==> config.mk <==
export PLATFORM = sky130hd
export DESIGN_NAME = bcd_adjust_counter
export DESIGN_NICKNAME = d
export VERILOG_FILES = /design/src/rtl/bcd_adjust_counter.sv
export SDC_FILE = /design/constraint.sdc
export NUM_CORES = 1
export LEC_CHECK = 0
export ABC_CLOCK_PERIOD_IN_PS = 3800
export BUFFER_PORTS_ARGS = -buffer_cell sky130_fd_sc_hd__buf_4
export CAP_MARGIN = 20
export CORE_AREA = 2 2 77 86
export CTS_CLUSTER_SIZE = 25
export DETAILED_ROUTE_END_ITERATION = 6
export DIE_AREA = 0 0 79 88
export GPL_ROUTABILITY_DRIVEN = 1
export HOLD_SLACK_MARGIN = 0.06
export PLACE_DENSITY_LB_ADDON = 0.12
export SKIP_CTS_REPAIR_TIMING = 1
export SYNTH_ARGS = -nofsm -noshare
export SYNTH_HDL_FRONTEND = slang
export SYNTH_SLANG_ARGS = --single-unit
==> constraint.sdc <==
create_clock -name clk -period 3.8 [get_ports clk]
set_input_delay 0.19 -clock clk [delete_from_list [all_inputs] [get_ports clk]]
set_output_delay 0.19 -clock clk [all_outputs]
set_load 0.01 [all_outputs]
==> src/rtl/bcd_adjust_counter.sv <==
// Up/down BCD adjust counter for one RTC time/date field, with hold-to-repeat stepping,
// wrap pulses and a checked parallel BCD load. Define ADJ_ACCEL_EN to enable repeat acceleration.
module bcd_adjust_counter #(
  parameter int unsigned SEL_W     = 4,
  parameter int unsigned SEL_CODE  = 10,
  parameter int unsigned MIN_VAL   = 0,
  parameter int unsigned MAX_VAL   = 23,
  parameter int unsigned FIRST_DLY = 50_000_000,
  parameter int unsigned REP_DIV   = 25_000_000,
  parameter int unsigned ACCEL_CNT = 8
) (
  input  logic             clk,
  input  logic             reset,
  input  logic [SEL_W-1:0] en_count,
  input  logic             enUP,
  input  logic             enDOWN,
  input  logic             load,
  input  logic [7:0]       load_bcd,
  output logic [7:0]       data_bcd,
  output logic [6:0]       value,
  output logic             wrap_up,
  output logic             wrap_dn,
  output logic             load_err
);

  localparam int unsigned MaxDly = (FIRST_DLY > REP_DIV) ? FIRST_DLY : REP_DIV;
  localparam int unsigned TimerW = $clog2(MaxDly + 1);
  localparam logic [TimerW-1:0] FirstDly = TimerW'(FIRST_DLY);
  localparam logic [TimerW-1:0] RepDiv   = TimerW'(REP_DIV);
  localparam logic [6:0] MinV = 7'(MIN_VAL);
  localparam logic [6:0] MaxV = 7'(MAX_VAL);

  if (MIN_VAL >= MAX_VAL || MAX_VAL > 99 || FIRST_DLY < 2 || REP_DIV < 4 || ACCEL_CNT == 0)
  begin : g_param_err
    $error("bcd_adjust_counter: illegal parameter combination");
  end

  typedef enum logic [1:0] {StIdle, StFirst, StRepeat} state_e;

  state_e              state_q;
  logic                dir_dn_q;
  logic [TimerW-1:0]   timer_q;
  logic [TimerW-1:0]   rep_period;
  logic [TimerW-1:0]   period;

  logic       sel, req_up, req_dn, req_any;
  logic [3:0] ld_tens, ld_units;
  logic [6:0] ld_bin;
  logic       ld_ok;
  logic [6:0] step_val;
  logic       step_wu, step_wd;

  function automatic logic [7:0] to_bcd(input logic [6:0] v);
    logic [3:0] t;
    logic [3:0] u;
    t = 4'(v / 7'd10);
    u = 4'(v - 7'(t) * 7'd10);
    return {t, u};
  endfunction

`ifdef ADJ_ACCEL_EN
  localparam int unsigned AccW = $clog2(ACCEL_CNT + 2);
  localparam logic [TimerW-1:0] RepFast = TimerW'(REP_DIV / 4);
  logic [AccW-1:0] acc_q;

  // Repeat steps taken in this press; saturates once acceleration kicks in.
  assign rep_period = (acc_q >= AccW'(ACCEL_CNT)) ? RepFast : RepDiv;
`else
  assign rep_period = RepDiv;
`endif

  always_comb begin
    sel     = (en_count == SEL_W'(SEL_CODE));
    req_up  = sel & enUP & ~enDOWN;
    req_dn  = sel & enDOWN & ~enUP;
    req_any = req_up | req_dn;
    period  = (state_q == StFirst) ? FirstDly : rep_period;

    ld_tens  = load_bcd[7:4];
    ld_units = load_bcd[3:0];
    ld_bin   = 7'(ld_tens) * 7'd10 + 7'(ld_units);
    ld_ok    = (ld_tens <= 4'd9) && (ld_units <= 4'd9) &&
               (int'(ld_bin) >= int'(MIN_VAL)) && (int'(ld_bin) <= int'(MAX_VAL));

    step_val = value;
    step_wu  = 1'b0;
    step_wd  = 1'b0;
    if (req_dn) begin
      if (value == MinV) begin
        step_val = MaxV;
        step_wd  = 1'b1;
      end else begin
        step_val = value - 7'd1;
      end
    end else begin
      if (value == MaxV) begin
        step_val = MinV;
        step_wu  = 1'b1;
      end else begin
        step_val = value + 7'd1;
      end
    end
  end

  always_ff @(posedge clk or posedge reset) begin
    if (reset) begin
      state_q  <= StIdle;
      dir_dn_q <= 1'b0;
      timer_q  <= '0;
      value    <= MinV;
      data_bcd <= to_bcd(MinV);
      wrap_up  <= 1'b0;
      wrap_dn  <= 1'b0;
      load_err <= 1'b0;
`ifdef ADJ_ACCEL_EN
      acc_q    <= '0;
`endif
    end else begin
      wrap_up  <= 1'b0;
      wrap_dn  <= 1'b0;
      load_err <= 1'b0;
      if (load) begin
        state_q <= StIdle;
        timer_q <= '0;
`ifdef ADJ_ACCEL_EN
        acc_q   <= '0;
`endif
        if (ld_ok) begin
          value    <= ld_bin;
          data_bcd <= load_bcd;
        end else begin
          load_err <= 1'b1;
        end
      end else if (!req_any || (state_q != StIdle && dir_dn_q != req_dn)) begin
        // Release or reversal ends the press; a reversal restarts on the next edge.
        state_q <= StIdle;
        timer_q <= '0;
`ifdef ADJ_ACCEL_EN
        acc_q   <= '0;
`endif
      end else if (state_q == StIdle || timer_q == period) begin
        value    <= step_val;
        data_bcd <= to_bcd(step_val);
        wrap_up  <= step_wu;
        wrap_dn  <= step_wd;
        timer_q  <= TimerW'(1);
        if (state_q == StIdle) begin
          state_q  <= StFirst;
          dir_dn_q <= req_dn;
        end else begin
          state_q <= StRepeat;
        end
`ifdef ADJ_ACCEL_EN
        if (state_q == StRepeat && acc_q < AccW'(ACCEL_CNT)) acc_q <= acc_q + AccW'(1);
`endif
      end else begin
        timer_q <= timer_q + TimerW'(1);
      end
    end
  end

endmodule

==> metrics.csv, run 1 <==
metric,value,unit
cts.sinks,46,
r2r_start,data_bcd[0]$_DFFE_PP0P_,
clockPowerShare,11.8,%
die_w,79,um
synth_top_family_by_area,simple AND/OR/NAND/NOR gates,
dp_hpwl,6040,um
wl_per_cell,15.5,um
synthXorXnorAreaFrac,9.49,%
ctsHtreeMaxLevel,2,
path_class,reg -> reg,
r2r_cells,20,
ir_worst_vdd,0.000434,V
num_io_pins,35,
synth.distinct_cells,65,
design.die.area,6950,um2
crit_arrival,4.29,ns
ant_nets,0,
cp-end-kind,register,
rsz0062_at_grt,true,
clk_root_buffer_cell,clkbuf_8,
worst_setup_path_start_kind,register,
die_h,88,um
cts_max_path_buffers,2,
gp_congestion,0.854,
drive_above_1_share,32.6,%
pre_cts_slack,-0.298,ns
grt_use_total,23.8,%
synth.ff_latch_count,46,
p_leak,1.77,nW
relSlewSlack,42.3,%
fin_util,67.7,%
worst_slew_pin_slew,0.866,ns
syn_inst,350,
detail_route.wirelength,8070,um
cts.clk_slew.worst_paths,0.09,ns
timing.rr.end,data_bcd[3]$_DFFE_PP0P_,
syn_area_per_cell,8.97,um2
diodes,0,
synthMuxAreaShare,2.31,%
grt_pass1_vias,2713,
p_sw,0.00102,W
synthesis.nets,383,
period_minus_slack,4.10,ns
min_path_type,in -> reg,
dominantRegCellSynth,dfrtp_1,
rows,30,
fin_ws,-0.300,ns
start_util,51.6,%
path_max_fanout,4,
final_cell_mix,"91 x buf_4, 44 x nor2_1, 40 x dfrtp_1, 33 x nand2_1, 21 x o21ai_0",
maxCapViolations,0,
power_density,617,nW/um2
grt_pass1_wl,12900,um
instances_no_fill,519,
hold_ws,0.173,ns
synth-edff-count,0,
gr-total-overflow,0,
p_seq_share,25.5,%
first_pass_iters,4,
ys_warn_count,0,
max_freq,0.244,GHz
io_buffers,34,
min_from,load_bcd[3],
placed_cells,495,
numCtsBuffers,5,
finalSetupViolCount,2,
r2r_slack,-0.30,ns
nets,471,
fin_skew,0.0109,ns
yosysSeqAreaShare,36.7,%
crit_required,3.99,ns
clock_latency,0.30,ns
totalPowerFinal,0.00254,W
avgViaCountPerCell,5.49,
p_comb_share,62.7,%
initialDrtViolationCount,181,
synthAdderAreaFrac,7.09,%
crit_start,data_bcd[0]$_DFFE_PP0P_,
p_int,0.00153,W
switching_share,40.0,%
synthSimpleGateAreaFrac,25.1,%
synth_compound_area_share,15.5,%
cts_tree,done,
areaGrowthSynthToFinish,31.2,%
async_flop_share,100,%
antenna_found_initial,0,
drc,0,
vias,2850,
final_common_cell,buf_4,
final_max_slew_viol_count,0,
core,6080,um2
syn_area,3140,um2
critPathCapture,data_bcd[3]$_DFFE_PP0P_,
finalCritPeriodShare,108,%
status,finished with violations,
violations,negative setup slack,
hold_violations,0,
grt_start_max_net_pins,47,
## cells in the mapped netlist, drive strengths merged (4+ instances only)
library cell / instances / area, um2
buf: 7 / 46.3
a21oi: 11 / 55.1
nor2b: 5 / 31.3
or3: 4 / 25.0
nor3: 6 / 35.0
nor4: 4 / 40.0
ha: 13 / 163
nand4: 10 / 62.6
nand2: 36 / 138
o21ai: 31 / 163
or2: 4 / 25.0
nand3: 13 / 65.1
nor4bb: 5 / 50.1
mux2i: 5 / 50.1
clkbuf: 6 / 22.5
xnor2: 15 / 131
inv: 13 / 48.8
dfrtp: 46 / 1150
and3: 4 / 25.0
nor2: 47 / 184
xor2: 19 / 166
## worst max-delay path, stage by stage, from the launching register on
cell	delay [ns]
dfrtp_2	0.45
inv_4	0.10
ha_4	0.15
buf_6	0.10
nand2_2	0.05
o311a_4	0.36
or3_4	0.42
o21ai_4	0.18
nor2_2	0.05
a221o_1	0.38
inv_2	0.08
ha_4	0.13
nand2_4	0.04
a21oi_1	0.13
o32ai_1	0.09
a211o_1	0.31
ha_2	0.19
fa_1	0.40
xnor2_1	0.18
xnor2_1	0.14
o21ai_1	0.07
## layout make-up
class                   instances  area [um2]
multi-input cells             277        1990
clock inverters                 2        13.8
clock buffers                   6        72.6
flip-flops and latches         46        1160
repair buffers                 94         724
fillers                       509        1960
inverters                      14        57.6
well taps                      80         100
## flip-flops by register name, summed over array words and instances, names as in the netlist
signal / cells
data_bcd: 8
dir_dn_q: 1
load_err: 1
state_q: 2
timer_q: 26
value: 6
wrap_dn: 1
wrap_up: 1
## cell families after synthesis
logic type	Yosys count
adder cells (fa/ha/maj)	16
buffers and inverters	27
AND/OR/NAND/NOR	148
flip-flops	46
XOR/XNOR	34
AO/OA/AOI/OAI	72
multiplexers	7
## worst min-delay path by stage
stage / end / slack [ns] / cells past startpoint
global route: data_bcd[0]$_DFFE_PP0P_ / 0.19 / 3
finish: data_bcd[3]$_DFFE_PP0P_ / 0.17 / 3
floorplan: data_bcd[3]$_DFFE_PP0P_ / 0.36 / 2
detailed placement: data_bcd[4]$_DFFE_PP0P_ / 0.47 / 2
CTS: data_bcd[4]$_DFFE_PP0P_ / 0.14 / 2
global placement: data_bcd[6]$_DFFE_PP0P_ / 0.46 / 1
## power by group through the flow
stage	combinational [W]	clock, W	sequential [W]
after CTS	0.00134	0.000306	0.000645
after global routing	0.00174	0.000325	0.000655
after detailed placement	0.00133	0	0.000654
after global placement	0.00133	0	0.000651
final	0.00159	0.000300	0.000649
after floorplan	0.000751	0	0.000654
## layer usage
layer / wire length (um) / vias up / global-route usage [%]
met1: 3280 / 1346 / 28.0
met3: 277 / 17 / 3.81
met2: 4270 / 69 / 44.8
met4: 248 / 0 / 6.90
met5: 0 / - / 0
li1: - / 1418 / -
## through the flow
step / cell area (um2) / TNS, ns
4_1_cts: 3860 / -0.636
6_report: 4120 / -0.537
2_1_floorplan: 3160 / -0.417
3_5_place_dp: 3770 / -0.587
3_3_place_gp: 3770 / -0.381
5_1_grt: 4120 / -1.15
Power figures use the tool's default switching activity.
==> run 2: changes to the inputs <==
--- a/config.mk
+++ b/config.mk
@@ -5,13 +5,13 @@
 export SDC_FILE = /design/constraint.sdc
 export NUM_CORES = 1
 export LEC_CHECK = 0
-export ABC_CLOCK_PERIOD_IN_PS = 3800
+export ABC_CLOCK_PERIOD_IN_PS = 4950
 export BUFFER_PORTS_ARGS = -buffer_cell sky130_fd_sc_hd__buf_4
-export CAP_MARGIN = 20
-export CORE_AREA = 2 2 77 86
+export CAP_MARGIN = 10
+export CORE_AREA = 2 2 74 83
 export CTS_CLUSTER_SIZE = 25
 export DETAILED_ROUTE_END_ITERATION = 6
-export DIE_AREA = 0 0 79 88
+export DIE_AREA = 0 0 76 85
 export GPL_ROUTABILITY_DRIVEN = 1
 export HOLD_SLACK_MARGIN = 0.06
 export PLACE_DENSITY_LB_ADDON = 0.12
==> constraint.sdc (replaced) <==
create_clock -name clk -period 4.95 [get_ports clk]
set_input_delay 0.2475 -clock clk [delete_from_list [all_inputs] [get_ports clk]]
set_output_delay 0.2475 -clock clk [all_outputs]
set_load 0.01 [all_outputs]
==> run 2 against run 1 <==
The run now ends clean. Clock-buffer cell count fell by 1. Critical path type unchanged. Clock power down 6%. Highest routed layer unchanged. Total power is 38% lower. Register-to-register slack better by 0.72 ns.
==> metrics.csv, run 2 (synthesis results as in run 1) <==
metric,value,unit,change
r2r_slack,0.42,ns,was -0.30 ns
path_max_fanout,8,,was 4
rows,29,,was 30
critPathTopFamily,compound AO/OA/AOI/OAI gates,,unchanged
detail_route.wirelength,6980,um,was 8070 um
ir_worst_vdd,0.000301,V,was 0.000434 V
r2r_start,data_bcd[0]$_DFFE_PP0P_,,unchanged
worst_setup_path_start_kind,register,,unchanged
crit_chain,"inv_1, ha_1, or2_0, o221ai_1, a22oi_2, or3_1, o21ai_2, nor2_1, a221o_1, inv_1, ha_1, nand2_1, a21oi_1, o32ai_2, a211o_1, ha_1, fa_1, xnor2_1, xnor2_1, o21ai_1",,"was inv_4, ha_4, buf_6, nand2_2, o311a_4, or3_4, o21ai_4, nor2_2, a221o_1, inv_2, ha_4, nand2_4, a21oi_1, o32ai_1, a211o_1, ha_2, fa_1, xnor2_1, xnor2_1, o21ai_1"
relSlewSlack,35.4,%,was 42.3%
cp_common_cell,ha_1,,
io_buffers,34,,unchanged
drc,0,,unchanged
path_depth,20,,unchanged
min_path_type,in -> async,,was in -> reg
ctsHtreeMaxLevel,2,,unchanged
rsz0062_at_grt,false,,was true
clk_root_buffer_cell,clkbuf_8,,unchanged
grt_pass1_vias,2569,,was 2713
first_pass_iters,4,,unchanged
path_class,reg -> reg,,unchanged
cts_tree,done,,unchanged
clock_latency,0.29,ns,was 0.30 ns
avgViaCountPerCell,5.86,,was 5.49
grt_start_max_net_pins,47,,unchanged
cp-end-kind,register,,unchanged
status,"complete, no violations",,was finished with violations
r2r_cells,20,,unchanged
slowest_stage,or3_1,,was dfrtp_2
final_max_slew_viol_count,0,,unchanged
crit_required,5.13,ns,was 3.99 ns
wl_per_cell,15.3,um,was 15.5 um
diodes,0,,unchanged
finalSetupViolCount,0,,was 2
cts_max_path_buffers,2,,unchanged
setup_tns,0,ns,was -0.537 ns
timing.rr.end,data_bcd[3]$_DFFE_PP0P_,,unchanged
core,5620,um2,was 6080 um2
final_common_cell,nor2_1,,was buf_4
gp_congestion,0.957,,was 0.854
largest_registers,"timer_q (26), data_bcd (8), value (6)",,unchanged
antenna_found_initial,0,,unchanged
grt_pass1_wl,12000,um,was 12900 um
grt_use_total,22.6,%,was 23.8%
crit_arrival,4.71,ns,was 4.29 ns
vias,2676,,was 2850
num_io_pins,35,,unchanged
gr-total-overflow,0,,unchanged
worst_slew_pin_slew,0.967,ns,was 0.866 ns
p_leak,1.47,nW,was 1.77 nW
top_register,timer_q,,unchanged
ant_nets,0,,unchanged
numCtsBuffers,5,,unchanged
final_cell_mix,"46 x nor2_1, 44 x dfrtp_1, 35 x nand2_1, 35 x buf_4, 24 x o21ai_0",,"was 91 x buf_4, 44 x nor2_1, 40 x dfrtp_1, 33 x nand2_1, 21 x o21ai_0"
max_freq,0.221,GHz,was 0.244 GHz
power_density,439,nW/um2,was 617 nW/um2
cts.clk_slew.worst_paths,0.09,ns,about the same
dp_hpwl,5220,um,was 6040 um
initialDrtViolationCount,136,,was 181
fin_ws,0.422,ns,was -0.300 ns
largest_reg_flops,26,,unchanged
hold_violations,0,,unchanged
timing.critical_path.slowest_cell_delay,0.50,ns,was 0.45 ns
design.die.area,6460,um2,was 6950 um2
pre_cts_slack,0.425,ns,was -0.298 ns
start_util,55.8,%,was 51.6%
die_h,85,um,was 88 um
fin_skew,0.00718,ns,was 0.0109 ns
fin_util,63.3,%,was 67.7%
cts.sinks,46,,unchanged
critPathBufInv,2,,was 3
maxCapViolations,0,,unchanged
drive_above_1_share,16.8,%,was 32.6%
areaGrowthSynthToFinish,13.4,%,was 31.2%
nets,412,,was 471
n_fill_cell,499,,was 509
finalCritPeriodShare,91.5,%,was 108%
die_w,76,um,was 79 um
period_minus_slack,4.53,ns,was 4.10 ns
run 2: cell types whose count changed in the layout (fill, tap and decap cells not counted), sizes merged:
cell         delta
dlygate4sd3     -1
bufinv          +1
buf            -58
clkbuf          -1
clkinvlp        +2
clkinv          -2
run 2: per-layer routing:
metal	global-route usage, %	up-vias	routed length (um)
li1	-	1307	-
met3	3.62	6	262
met4	6.12	0	72
met2	41.6	67	3730
met1	27.8	1296	2920
met5	0	-	0
run 2: through the flow:
step	cells	hold slack [ns]	area [um2]	total power (W)
6_report	457	0.172	3560	0.00156
5_1_grt	457	0.249	3560	0.00169
4_1_cts	457	0.209	3540	0.00155
3_5_place_dp	449	0.478	3430	0.00127
3_3_place_gp	449	0.466	3430	0.00125
2_1_floorplan	350	0.419	3140	0.00106
run 2: layout make-up:
cell class,count,area [um2],area share [%]
flip-flops and latches,46,1150,32.4
multi-input cells,277,1880,52.8
repair buffers,35,263,7.38
clock buffers,5,68.8,1.93
inverters,14,52.6,1.48
well taps,77,96.3,2.71
clock inverters,3,45.0,1.27
run 2: report_power, final:
part           switching (W)  total [W]  internal [W]  leakage, nW
Sequential         0.0000988   0.000526      0.000428        0.620
Clock               0.000131   0.000281      0.000150       0.0504
Combinational       0.000410   0.000756      0.000346        0.797
run 2: worst max-delay path by stage:
stage                                  startpoint                       to  slack [ns]
after global placement    data_bcd[0]$_DFFE_PP0P_  data_bcd[3]$_DFFE_PP0P_        0.59
final                     data_bcd[0]$_DFFE_PP0P_  data_bcd[3]$_DFFE_PP0P_        0.42
after global routing      data_bcd[0]$_DFFE_PP0P_  data_bcd[3]$_DFFE_PP0P_        0.02
after CTS                 data_bcd[0]$_DFFE_PP0P_  data_bcd[3]$_DFFE_PP0P_        0.41
after detailed placement  data_bcd[0]$_DFFE_PP0P_  data_bcd[3]$_DFFE_PP0P_        0.43
after floorplan           data_bcd[0]$_DFFE_PP0P_  data_bcd[3]$_DFFE_PP0P_        0.70
run 2: worst register-to-register path, stage by stage, from the launching register on:
cell and delay, ns:
dfrtp_2 0.44, inv_1 0.10, ha_1 0.26, or2_0 0.22, o221ai_1 0.17, a22oi_2 0.15
or3_1 0.50, o21ai_2 0.20, nor2_1 0.06, a221o_1 0.42, inv_1 0.07, ha_1 0.11
nand2_1 0.08, a21oi_1 0.20, o32ai_2 0.11, a211o_1 0.33, ha_1 0.20, fa_1 0.38
xnor2_1 0.20, xnor2_1 0.14, o21ai_1 0.07
==> run 3: changes to the inputs <==
--- a/config.mk
+++ b/config.mk
@@ -8,10 +8,12 @@
 export ABC_CLOCK_PERIOD_IN_PS = 4950
 export BUFFER_PORTS_ARGS = -buffer_cell sky130_fd_sc_hd__buf_4
 export CAP_MARGIN = 10
-export CORE_AREA = 2 2 74 83
+export CELL_PAD_IN_SITES_DETAIL_PLACEMENT = 1
+export CELL_PAD_IN_SITES_GLOBAL_PLACEMENT = 1
+export CORE_AREA = 2 2 80 89
 export CTS_CLUSTER_SIZE = 25
 export DETAILED_ROUTE_END_ITERATION = 6
-export DIE_AREA = 0 0 76 85
+export DIE_AREA = 0 0 82 91
 export GPL_ROUTABILITY_DRIVEN = 1
 export HOLD_SLACK_MARGIN = 0.06
 export PLACE_DENSITY_LB_ADDON = 0.12
==> run 3 against run 2 <==
Clock skew shrank 0.0026 ns. Largest power group unchanged. Die area grew 16%. Combinational power grew 1%. Highest routed layer unchanged. Maximum frequency shrank 0.92%. Flip-flop and latch count is the same. First-iteration DRC count shrank 51%. Clock power shrank 15%. Via count grew 1.2%.
==> metrics.csv, run 3 (synthesis results as in run 1) <==
metric,value,unit,change
detail_route.wirelength,8140,um,was 6980 um
grt_pass1_wl,13700,um,was 12000 um
rows,31,,was 29
crit_chain,"inv_1, ha_1, nor3b_1, o221ai_1, a22oi_2, o21ai_0, o21ai_2, nor2_1, a221o_1, inv_1, ha_1, nand2_1, a21oi_1, o32ai_1, a211o_1, ha_1, fa_1, xnor2_1, xnor2_1, o21ai_1",,"was inv_1, ha_1, or2_0, o221ai_1, a22oi_2, or3_1, o21ai_2, nor2_1, a221o_1, inv_1, ha_1, nand2_1, a21oi_1, o32ai_2, a211o_1, ha_1, fa_1, xnor2_1, xnor2_1, o21ai_1"
top_register,timer_q,,unchanged
hold_violations,0,,unchanged
hold_ws,0.188,ns,was 0.172 ns
place_area,3440,um2,was 3430 um2
cts.sinks,46,,unchanged
first_pass_iters,4,,unchanged
num_io_pins,35,,unchanged
numCtsBuffers,5,,unchanged
dp_hpwl,6060,um,was 5220 um
cp_common_cell,ha_1,,unchanged
clock_latency,0.29,ns,about the same
path_max_fanout,8,,unchanged
p_leak,1.47,nW,about the same
slowest_stage,dfrtp_2,,was or3_1
vias,2709,,was 2676
nets,413,,was 412
totalPowerFinal,0.00153,W,was 0.00156 W
timing.critical_path.slowest_cell_delay,0.47,ns,was 0.50 ns
avgViaCountPerCell,5.85,,was 5.86
maxCapViolations,0,,unchanged
n_fill_cell,784,,was 499
largest_reg_flops,26,,unchanged
io_buffers,34,,unchanged
crit_arrival,4.75,ns,was 4.71 ns
cp-end-kind,register,,unchanged
path_class,reg -> reg,,unchanged
drive_above_1_share,16.0,%,was 16.8%
min_path_type,in -> async,,unchanged
areaGrowthSynthToFinish,12.6,%,was 13.4%
ir_worst_vdd,0.000249,V,was 0.000301 V
start_util,48.2,%,was 55.8%
status,"complete, no violations",,unchanged
worst_slew_pin_slew,0.981,ns,was 0.967 ns
max_freq,0.219,GHz,was 0.221 GHz
cts_tree,done,,unchanged
crit_required,5.13,ns,about the same
antenna_found_initial,0,,unchanged
ctsHtreeMaxLevel,2,,unchanged
relSlewSlack,34.5,%,was 35.4%
worst_setup_path_start_kind,register,,unchanged
largest_registers,"timer_q (26), data_bcd (8), value (6)",,unchanged
period_minus_slack,4.57,ns,was 4.53 ns
gr-total-overflow,0,,unchanged
initialDrtViolationCount,66,,was 136
gp_congestion,0.936,,was 0.957
core,6520,um2,was 5620 um2
finalSetupViolCount,0,,unchanged
ant_nets,0,,unchanged
wl_per_cell,17.6,um,was 15.3 um
critPathTopFamily,compound AO/OA/AOI/OAI gates,,unchanged
final_common_cell,nor2_1,,unchanged
die_w,82,um,was 76 um
final_cell_mix,"46 x nor2_1, 45 x dfrtp_1, 36 x buf_4, 35 x nand2_1, 25 x o21ai_0",,"was 46 x nor2_1, 44 x dfrtp_1, 35 x nand2_1, 35 x buf_4, 24 x o21ai_0"
grt_use_total,23.3,%,was 22.6%
cts.clk_slew.worst_paths,0.09,ns,about the same
power_density,434,nW/um2,was 439 nW/um2
die_h,91,um,was 85 um
fin_skew,0.00457,ns,was 0.00718 ns
final_max_slew_viol_count,0,,unchanged
finalCritPeriodShare,92.3,%,was 91.5%
clk_root_buffer_cell,clkbuf_8,,unchanged
cts_max_path_buffers,2,,unchanged
fin_area,3540,um2,was 3560 um2
diodes,0,,unchanged
design.die.area,7460,um2,was 6460 um2
drc,0,,unchanged
grt_start_max_net_pins,47,,unchanged
critPathBufInv,2,,unchanged
grt_pass1_vias,2838,,was 2569
run 3: cell count changes in the layout (fill, tap and decap cells not counted), sizes merged:
cell      previous run  this run
buf                 35        36
bufinv               1         0
clkbuf               5         7
clkinv               1         2
clkinvlp             2         0
run 3: worst reg2reg max path: cells and delay by family (launching register included):
family	cells	cell delay, ns
AOI/OAI and AO/OA	9	2.07
xor gates and xnor gates	2	0.34
adders and majority gates	4	0.89
buffers and inverters	2	0.22
DFF	1	0.47
and+or+nand+nor	3	0.46
run 3: report_power, final:
part	leakage [nW]	switching [W]	internal (W)
clock	0.0482	0.000127	0.000113
sequential	0.622	0.000101	0.000427
combinational	0.795	0.000421	0.000345
run 3: path summary, 6_finish.rpt:
check / start / endpoint / slack, ns / depth (start not counted)
max in group asynchronous: reset / data_bcd[0]$_DFFE_PP0P_ / 4.10 / 2
worst max-delay path: data_bcd[0]$_DFFE_PP0P_ / data_bcd[3]$_DFFE_PP0P_ / 0.38 / 20
worst max register to register: data_bcd[0]$_DFFE_PP0P_ / data_bcd[3]$_DFFE_PP0P_ / 0.38 / 20
worst min register to register: data_bcd[6]$_DFFE_PP0P_ / data_bcd[6]$_DFFE_PP0P_ / 0.49 / 1
min in group clk: load_bcd[3] / data_bcd[3]$_DFFE_PP0P_ / 0.25 / 3
worst min-delay path: reset / load_err$_DFF_PP0_ / 0.19 / 2
run 3: cell type report:
| cell class | instances | area (um2) | share of cell area, % |
|---|---|---|---|
| well taps | 82 | 103 | 2.90 |
| clock inverters | 1 | 5.00 | 0.142 |
| multi-input cells | 277 | 1870 | 52.8 |
| inverters | 14 | 52.6 | 1.49 |
| flip-flops and latches | 46 | 1150 | 32.6 |
| clock buffers | 7 | 86.3 | 2.44 |
| repair buffers | 36 | 270 | 7.64 |
run 3: per-layer routing:
layer  vias to the layer above  track usage (%)  routed length, um
li1                       1298                -                  -
met1                      1370             29.2               3490
met2                        32             41.3               4360
met3                         9             3.38                181
met4                         0             5.69                 99
met5                         -                0                  0
run 3: per-stage QoR:
step	utilization [%]	cells	worst slack, ns	TNS [ns]
finish	54.3	463	0.380	0
global route	54.3	463	-0.00222	-0.00222
CTS	54.2	463	0.332	0
detailed placement	52.8	455	0.331	0
global placement	52.8	455	0.554	0
floorplan	-	350	0.703	0
